`config.mk`:
```
export PLATFORM = sky130hd
export DESIGN_NAME = pc_fetch_ctrl_flat
export DESIGN_NICKNAME = d
export VERILOG_FILES = /design/src/rtl/pc_fetch_ctrl_pkg.sv /design/src/rtl/pc_fetch_ctrl_if.sv /design/src/rtl/pc_target_sel.sv /design/src/rtl/pc_fetch_ctrl.sv /design/src/flat_wrapper.sv
export SDC_FILE = /design/constraint.sdc
export NUM_CORES = 1
export LEC_CHECK = 0
export ABC_AREA = 1
export CORE_MARGIN = 2
export CORE_UTILIZATION = 30
export DETAILED_ROUTE_END_ITERATION = 12
export PLACE_DENSITY = 0.59
export RECOVER_POWER = 50
export SYNTH_ARGS = -nofsm -noshare
export SYNTH_HDL_FRONTEND = slang
export SYNTH_SLANG_ARGS = --single-unit
export TNS_END_PERCENT = 30
```
`constraint.sdc`:
```
create_clock -name clk -period 2.3 [get_ports clk]
set_input_delay 0.345 -clock clk [delete_from_list [all_inputs] [get_ports clk]]
set_output_delay 0.345 -clock clk [all_outputs]
set_load 0.02 [all_outputs]
```
`src/rtl/pc_fetch_ctrl_pkg.sv`:
```
// Shared types and constants for the instruction fetch controller.
package pc_fetch_ctrl_pkg;

    localparam int unsigned XLEN = 32;

    localparam logic [XLEN-1:0] RESET_PC_DEFAULT = 32'h0000_0000;
    localparam logic [XLEN-1:0] PC_INCR          = 32'd4;

    typedef enum logic [1:0] {
        ST_IDLE   = 2'd0,
        ST_FETCH  = 2'd1,
        ST_SQUASH = 2'd2,
        ST_VALID  = 2'd3
    } fetch_state_e;

    // Word-align an address by clearing the byte-offset bits.
    function automatic logic [XLEN-1:0] word_align(input logic [XLEN-1:0] addr);
        return {addr[XLEN-1:2], 2'b00};
    endfunction

endpackage

```
`src/rtl/pc_fetch_ctrl_if.sv`:
```
// Instruction-memory request/response bus between the fetch controller and memory.
interface pc_fetch_ctrl_if;
    import pc_fetch_ctrl_pkg::*;

    logic            imem_req;
    logic [XLEN-1:0] imem_addr;
    logic            imem_ack;
    logic [XLEN-1:0] imem_rdata;

    modport master (
        output imem_req,
        output imem_addr,
        input  imem_ack,
        input  imem_rdata
    );

    modport slave (
        input  imem_req,
        input  imem_addr,
        output imem_ack,
        output imem_rdata
    );
endinterface

```
`src/rtl/pc_target_sel.sv`:
```
// Redirect target selection: priority jump > jr > branch, word alignment and misalignment flag.
module pc_target_sel
    import pc_fetch_ctrl_pkg::*;
(
    input  logic            jump_i,
    input  logic            jr_i,
    input  logic            branch_i,
    input  logic [XLEN-1:0] pc_j_i,
    input  logic [XLEN-1:0] pc_r_i,
    input  logic [XLEN-1:0] pc_b_i,
    output logic            redirect_c_o,
    output logic [XLEN-1:0] target_c_o,
    output logic            misalign_c_o
);

    logic [XLEN-1:0] raw_target_c;

    always_comb begin
        raw_target_c = pc_b_i;
        if (jump_i) begin
            raw_target_c = pc_j_i;
        end else if (jr_i) begin
            raw_target_c = pc_r_i;
        end
    end

    assign redirect_c_o = jump_i | jr_i | branch_i;
    assign target_c_o   = word_align(raw_target_c);
    assign misalign_c_o = |raw_target_c[1:0];

endmodule

```
`src/rtl/pc_fetch_ctrl.sv`:
```
// Instruction fetch controller: issues fetches, squashes stale returns on redirect, holds the instruction.
module pc_fetch_ctrl
    import pc_fetch_ctrl_pkg::*;
#(
    parameter logic [XLEN-1:0] RESET_PC = RESET_PC_DEFAULT
) (
    input  logic             clk,
    input  logic             rst_n,
    input  logic             stall,
    input  logic             branch_taken,
    input  logic [XLEN-1:0]  PC_B,
    input  logic             jump,
    input  logic [XLEN-1:0]  PC_J,
    input  logic             jr,
    input  logic [XLEN-1:0]  PC_R,
    pc_fetch_ctrl_if.master  imem,
    output logic [XLEN-1:0]  instr,
    output logic             instr_valid,
    output logic [XLEN-1:0]  PC,
    output logic [XLEN-1:0]  PC_plus4,
    output logic             addr_err
);

    fetch_state_e    state_q;
    logic            req_q;
    logic [XLEN-1:0] addr_q;
    logic [XLEN-1:0] instr_q;
    logic            valid_q;
    logic [XLEN-1:0] pc_q;
    logic [XLEN-1:0] pc_plus4_q;
    logic            err_q;
    logic [XLEN-1:0] tgt_q;

    logic            redirect_c;
    logic [XLEN-1:0] target_c;
    logic            misalign_c;

    pc_target_sel u_target_sel (
        .jump_i       (jump),
        .jr_i         (jr),
        .branch_i     (branch_taken),
        .pc_j_i       (PC_J),
        .pc_r_i       (PC_R),
        .pc_b_i       (PC_B),
        .redirect_c_o (redirect_c),
        .target_c_o   (target_c),
        .misalign_c_o (misalign_c)
    );

    always_ff @(posedge clk) begin
        if (!rst_n) begin
            state_q    <= ST_IDLE;
            req_q      <= 1'b0;
            addr_q     <= RESET_PC;
            instr_q    <= '0;
            valid_q    <= 1'b0;
            pc_q       <= RESET_PC;
            pc_plus4_q <= RESET_PC + PC_INCR;
            err_q      <= 1'b0;
            tgt_q      <= '0;
        end else begin
            // Any redirect outside IDLE is accepted, so the error pulse follows it directly.
            err_q <= (state_q != ST_IDLE) && redirect_c && misalign_c;

            unique case (state_q)
                ST_IDLE: begin
                    state_q <= ST_FETCH;
                    req_q   <= 1'b1;
                    addr_q  <= RESET_PC;
                end
                ST_FETCH: begin
                    if (imem.imem_ack && !redirect_c) begin
                        instr_q    <= imem.imem_rdata;
                        pc_q       <= addr_q;
                        pc_plus4_q <= addr_q + PC_INCR;
                        valid_q    <= 1'b1;
                        req_q      <= 1'b0;
                        state_q    <= ST_VALID;
                    end else if (imem.imem_ack) begin
                        addr_q <= target_c;
                    end else if (redirect_c) begin
                        tgt_q   <= target_c;
                        state_q <= ST_SQUASH;
                    end
                end
                ST_SQUASH: begin
                    // Outstanding fetch is stale; wait out its ack with the address held.
                    if (imem.imem_ack) begin
                        addr_q  <= redirect_c ? target_c : tgt_q;
                        state_q <= ST_FETCH;
                    end else if (redirect_c) begin
                        tgt_q <= target_c;
                    end
                end
                ST_VALID: begin
                    if (redirect_c || !stall) begin
                        valid_q <= 1'b0;
                        req_q   <= 1'b1;
                        addr_q  <= redirect_c ? target_c : pc_plus4_q;
                        state_q <= ST_FETCH;
                    end
                end
                default: begin
                    state_q <= ST_IDLE;
                    req_q   <= 1'b0;
                    valid_q <= 1'b0;
                end
            endcase
        end
    end

    assign imem.imem_req  = req_q;
    assign imem.imem_addr = addr_q;
    assign instr          = instr_q;
    assign instr_valid    = valid_q;
    assign PC             = pc_q;
    assign PC_plus4       = pc_plus4_q;
    assign addr_err       = err_q;

endmodule

```
`src/flat_wrapper.sv`:
```
// flat-port wrapper written by rule: the top's interface ports become plain ports
module pc_fetch_ctrl_flat import pc_fetch_ctrl_pkg::*;
#(
    parameter logic [XLEN-1:0] RESET_PC = RESET_PC_DEFAULT
)
  (clk, rst_n, stall, branch_taken, PC_B, jump, PC_J, jr, PC_R, instr, instr_valid, PC, PC_plus4, addr_err, imem_imem_req, imem_imem_addr, imem_imem_ack, imem_imem_rdata);
  pc_fetch_ctrl_if imem_i ();
  input  logic clk;
  input  logic rst_n;
  input  logic stall;
  input  logic branch_taken;
  input  logic [XLEN-1:0] PC_B;
  input  logic jump;
  input  logic [XLEN-1:0] PC_J;
  input  logic jr;
  input  logic [XLEN-1:0] PC_R;
  output logic [XLEN-1:0] instr;
  output logic instr_valid;
  output logic [XLEN-1:0] PC;
  output logic [XLEN-1:0] PC_plus4;
  output logic addr_err;
  output wire logic [$bits(imem_i.imem_req)-1:0] imem_imem_req;
  output wire logic [$bits(imem_i.imem_addr)-1:0] imem_imem_addr;
  input wire logic [$bits(imem_i.imem_ack)-1:0] imem_imem_ack;
  input wire logic [$bits(imem_i.imem_rdata)-1:0] imem_imem_rdata;
  assign imem_imem_req = imem_i.imem_req;
  assign imem_imem_addr = imem_i.imem_addr;
  assign imem_i.imem_ack = imem_imem_ack;
  assign imem_i.imem_rdata = imem_imem_rdata;
  pc_fetch_ctrl #(.RESET_PC(RESET_PC)) u_core (.clk(clk), .rst_n(rst_n), .stall(stall), .branch_taken(branch_taken), .PC_B(PC_B), .jump(jump), .PC_J(PC_J), .jr(jr), .PC_R(PC_R), .imem(imem_i), .instr(instr), .instr_valid(instr_valid), .PC(PC), .PC_plus4(PC_plus4), .addr_err(addr_err));
endmodule
```
# After elaboration in Yosys (flattened, before gate mapping)
# Index checks and enable logic that the tools add are counted.
[word_totals]
regBits = 165
out_inout_bits = 131
word_cells = 64
[op_classes]
n_addsub = 1
n_eq_ne = 10
mux = 24
bitwise_logic = 2
n_reduce_logical = 18
[ops]
columns = ["cell", "n"]
rows = [
  ["$mux W32", 10],
  ["$pmux W32 S4", 1],
  ["$pmux W32 S2", 1],
  ["$add A32 B3 Y32 const B", 1],
  ["$mux W2", 5],
  ["$pmux W2 S4", 1],
  ["$reduce_and A4 Y1", 2],
  ["$ne A2 B2 Y1 const B", 3],
  ["$reduce_and A3 Y1", 2],
  ["$reduce_bool A2 Y1", 3],
  ["$eq A2 B2 Y1 const B", 2],
  ["$mux W1", 4],
  ["$ne A2 B1 Y1 const B", 2],
  ["$reduce_and A2 Y1", 2],
  ["$logic_and A1 B1 Y1", 3],
  ["$ne A3 B1 Y1 const B", 1],
  ["$ne A3 B2 Y1 const B", 1],
  ["$pmux W1 S3", 1],
  ["$reduce_bool A3 Y1", 1],
  ["$eq A2 B1 Y1 const B", 1],
  ["$logic_not A1 Y1", 2],
  ["$logic_not A2 Y1", 1],
  ["$or A1 B1 Y1", 2],
  ["$pmux W1 S2", 1],
  ["other kinds (2)", 2],
]

# Depth between registers and ports, before layout
[logic_depth]
ltp_word = 6
mapped_depth = 11

# Hierarchy
# Synthesis repeated with hierarchy kept, for this count alone.
[hier_totals]
cells_unflattened = 1452
hier_area_um2 = 8693.3
[by_module_without_submodules]
columns = ["mod", "n_inst", "cells_per_inst", "area_each_um2"]
rows = [
  ["pc_fetch_ctrl", 1, 1210, 7713.6],
  ["pc_target_sel", 1, 242, 979.7],
]

# Worst setup path before layout
# Ideal clock, no wire load.
[synth_path]
path_kind = "reg-to-reg"
start = "reg u_core.addr_q[2], in the netlist u_core.imem.imem_addr[2]"
end = "reg u_core.pc_plus4_q[22], in the netlist u_core.PC_plus4[22]"
t_arrival_ps = 1548
t_required_ps = 2190
slack_ps = 642
stages_incl_launch_ff = 9
cell_sequence = "dfxtp_1 -> ha_1 -> nand2_1 -> nor2_1 -> nand4_1 -> o21ai_1 -> nand3_1 -> nand2_1 -> inv_1"
[synth_via]
elab_chain_cells = 1
[synth_rtl]
columns = ["element", "line_no", "source"]
rows = [
  ["start: declaration", "pc_fetch_ctrl.sv:26", "logic [XLEN-1:0] addr_q;"],
  ["start signal: assignment", "pc_fetch_ctrl.sv:80", "addr_q <= target_c;"],
  ["start signal: assignment", "pc_fetch_ctrl.sv:89", "addr_q <= redirect_c ? target_c : tgt_q;"],
  ["start signal: assignment", "pc_fetch_ctrl.sv:99", "addr_q <= redirect_c ? target_c : pc_plus4_q;"],
  ["$add A32 B3 Y32", "pc_fetch_ctrl.sv:75", "pc_plus4_q <= addr_q + PC_INCR;"],
  ["end signal: assignment", "pc_fetch_ctrl.sv:58", "pc_plus4_q <= RESET_PC + PC_INCR;"],
  ["end signal: assignment", "pc_fetch_ctrl.sv:75", ""],
  ["end: declaration", "pc_fetch_ctrl.sv:30", "logic [XLEN-1:0] pc_plus4_q;"],
]
# No other way between the ends.
# A chain may end at the register's enable or synchronous reset.

# Final worst setup path
[layout_path]
start = "reg u_core.addr_q[9], in the netlist u_core.imem.imem_addr[9]"
end = "out imem_imem_addr[9]"
[layout_lines]
columns = ["element", "line_no", "source"]
rows = [
  ["end: declaration", "flat_wrapper.sv:23", "output wire logic [$bits(imem_i.imem_addr)-1:0] imem_imem_addr;"],
]
# No word-level cell between the ends.

==> flow_summary.yaml <==
floorplan:
  dieArea_mm2: 0.0275
  die_w_um: 166
  core_mm2: 0.0259
  row_count: 59
  ioPinCount: 266
  start_util_pct: 30.3
  die_h_um: 166
route:
  wl_per_cell_um: 15.8
  route.detailed.drc: 0
  drt_iter0_drc: 529
  num_vias: 8660
  drt_pass1_iterations: 5
  routed_wl_um: 28500
  avgViaCountPerCell: 4.81
  ant_nets: 0
clocking:
  cts_max_path_buffers: 2
  clock-sinks: 163
  htreeDepth: 4
  cts_setup_buffers: 0
  cts_root_buffer: "clkbuf_16"
  clkSlewWorstSetupHoldPaths_ns: 0.07
  cts_tree: "done"
  ctsResizeCount: 0
  hold_buffers: 0
  clk_latency_ns: 0.43
  numCtsBuffers: 17
logic_synthesis:
  synth_top_family_by_area: "simple AND/OR/NAND/NOR gates"
  synth_fa_ha_area_share_pct: 1.11
  synth_top_cells_by_area: "dfxtp_1 (42%), nand2_1 (20%), a21oi_1 (11%), nor2_1 (7.3%), nand3_1 (3.4%)"
  synthFlopType: "dfxtp_1"
  synth_edf_count: 0
  synth_commonest_cells: "nand2_1 (425), a21oi_1 (175), dfxtp_1 (163)"
  synth_area_per_cell_um2: 6.52
  synth_cell_types: 31
  synth_most_common_cell: "nand2_1"
  ys_ff_latch: 163
  yosys.area.top_type_share_pct: 41.5
  synthXorXnorAreaFrac_pct: 1.23
  yosys_warnings: 0
  netlist_instances: 1205
  synth-compound-area-share_pct: 15.9
  synth_largest_area_cell: "dfxtp_1"
  seq_area_frac_synth_pct: 41.5
  synth_area_mm2: 0.00786
  synthArstFlopShare_pct: 0
  synthMuxAreaShare_pct: 0
  synth-simple-area-share_pct: 33.2
  synth_nets: 1347
power:
  power_mw: 7.38
  irDropWorstVdd_v: 0.000338
  powerDensity_mw_per_mm2: 642
  power.leakage_nw: 4.57
timing:
  worst_slew_pin_slew_ns: 0.603
  setup_viol: 0
  rsz0062_at_grt: "no"
  period_share_pct: 87.6
  finalSetupTns_ns: 0
  fmax_mhz: 496
  fin_worst_skew_ns: 0.0136
  timing_hold_violations_final: 0
  setup_slack_ns: 0.284
  slew_headroom_pct: 59.8
  min_period_ns: 2.02
  final-max-slew-violation-count: 0
grt:
  grt_max_degree: 100
  grt_pass1_wl_um: 44900
  first_global_vias: 8193
  grt_overflow_total: 0
  track_usage_pct: 20.4
  grt_antenna_before_repair: 0
worst_setup_path:
  end_kind: "output pin"
  worstRegToRegCells: 8
  path_cells: "buf_4, clkdlybuf4s50_1"
  critPathLaunchType: "register"
  required_ns: 1.96
  r2r-start: "u_core.state_q[0]"
  arrival_ns: 1.67
  r2r_slack_ns: 0.32
  worst-setup-path-type: "reg -> out"
  critPathBufInv: 2
  r2r-end: "u_core.imem.imem_addr[8]"
  cp_max_fo: 4
  critPathTopFamily: "buffers and inverters"
  critPathSlowestCell: "clkdlybuf4s50_1"
  slowest_delay_ns: 0.65
placed_design:
  dp_hpwl_um: 21000
  place_congestion: 0.835
  dp_worst_setup_slack_ns: 0.123
  dpl_cell_area_mm2: 0.0109
  port-buffer-count: 265
  placed_cells: 1768
min_path:
  worstHoldStart: "rst_n"
  min_to: "u_core.tgt_q[5]"
  holdPathStages: 3
  hp-class: "in -> reg"
run_status:
  status: "finished clean"
cells_and_area:
  fin_nets: 1594
  n_fill_cell: 2702
  final_layout_size_suffix_gt1_share_pct: 5.60
  stdcell_area_mm2: 0.0115
  area_growth_pct: 46.3
  antennaDiodeCount: 0
  final_cells: 1800
job:
  cap_violations: 0
layout by cell type (no fill, tap or decap), types with 2 or more instances in the layout:
cell type / count
nor2_2: 2
o21ai_0: 53
nand2_1: 426
o21a_1: 2
inv_2: 3
a31oi_1: 3
nor2_1: 154
clkbuf_16: 17
inv_1: 44
or2_2: 3
clkinvlp_4: 3
clkbuf_1: 2
xor2_1: 5
o21ai_1: 12
xnor2_1: 6
a21oi_1: 175
nand3_1: 53
bufinv_16: 3
nand3_2: 2
ha_1: 7
dfxtp_1: 163
nor3_1: 9
clkbuf_8: 3
buf_4: 27
nand4_1: 3
clkdlybuf4s50_1: 191
clkbuf_2: 3
buf_12: 5
inv_6: 4
dlygate4sd3_1: 73
sequential cells by signal, indices dropped and copies added (netlist names):
signal / cells
u_core.PC_plus4: 32
u_core.imem.imem_addr: 32
u_core.instr: 32
u_core.tgt_q: 32
u_core.PC: 30
u_core.state_q: 2
u_core.addr_err: 1
u_core.imem.imem_req: 1
u_core.instr_valid: 1
where the power goes:
part,internal (mW),switching [mW]
Combinational,0.548,0.676
Clock,1.82,1.25
Sequential,2.96,0.130
area by class of cell:
| cell class | count | area, µm² | area share (%) |
|---|---|---|---|
| clock buffer | 20 | 467 | 4.06 |
| timing repair buffer | 302 | 2970 | 25.8 |
| tap | 335 | 419 | 3.64 |
| multi-input combinational | 920 | 4030 | 35.1 |
| clock inverter | 12 | 168 | 1.46 |
| sequential | 163 | 3260 | 28.4 |
| inverter | 48 | 181 | 1.58 |
metrics by stage:
step                hold slack [ns]  utilization, %
floorplan                     0.433               -
global placement              0.442            42.0
detailed placement            0.450            42.0
CTS                           0.224            44.5
global route                  0.229            44.4
finish                        0.241            44.4
cells by family (layout without fill, tap and decap cells):
| group | after synthesis | count (layout) |
|---|---|---|
| AO/OA/AOI/OAI | 247 | 247 |
| XOR/XNOR | 11 | 11 |
| adder cells (fa/ha/maj) | 7 | 7 |
| buffers and inverters | 122 | 382 |
| flip-flops | 163 | 163 |
| AND/OR/NAND/NOR | 655 | 655 |
metal layers:
metal	up-vias	global-route usage, %	part of all wire [%]
met1	3988	26.2	44
li1	4360	-	-
met2	267	34.6	48
met3	45	4.17	5.3
met4	0	6.24	2.4
met5	-	0	0
tightest hold or removal path, stage by stage:
cell and delay [ns]:
buf_2 0.15, o21ai_0 0.09, nor2_1 0.04
how the worst max path moves through the flow:
stage | from | endpoint | slack [ns] | cells after the start
final | u_core.imem.imem_addr[9] | imem_imem_addr[9] | 0.28 | 2
after global routing | u_core.state_q[0] | u_core.imem.imem_addr[1] | 0.17 | 8
after CTS | u_core.imem.imem_addr[9] | imem_imem_addr[9] | 0.28 | 2
after detailed placement | jr | u_core.instr[20] | 0.12 | 9
after global placement | jr | u_core.instr[20] | 0.17 | 9
after floorplan | u_core.imem.imem_addr[2] | u_core.PC_plus4[22] | 0.64 | 8
Power figures use the tool's default switching activity.
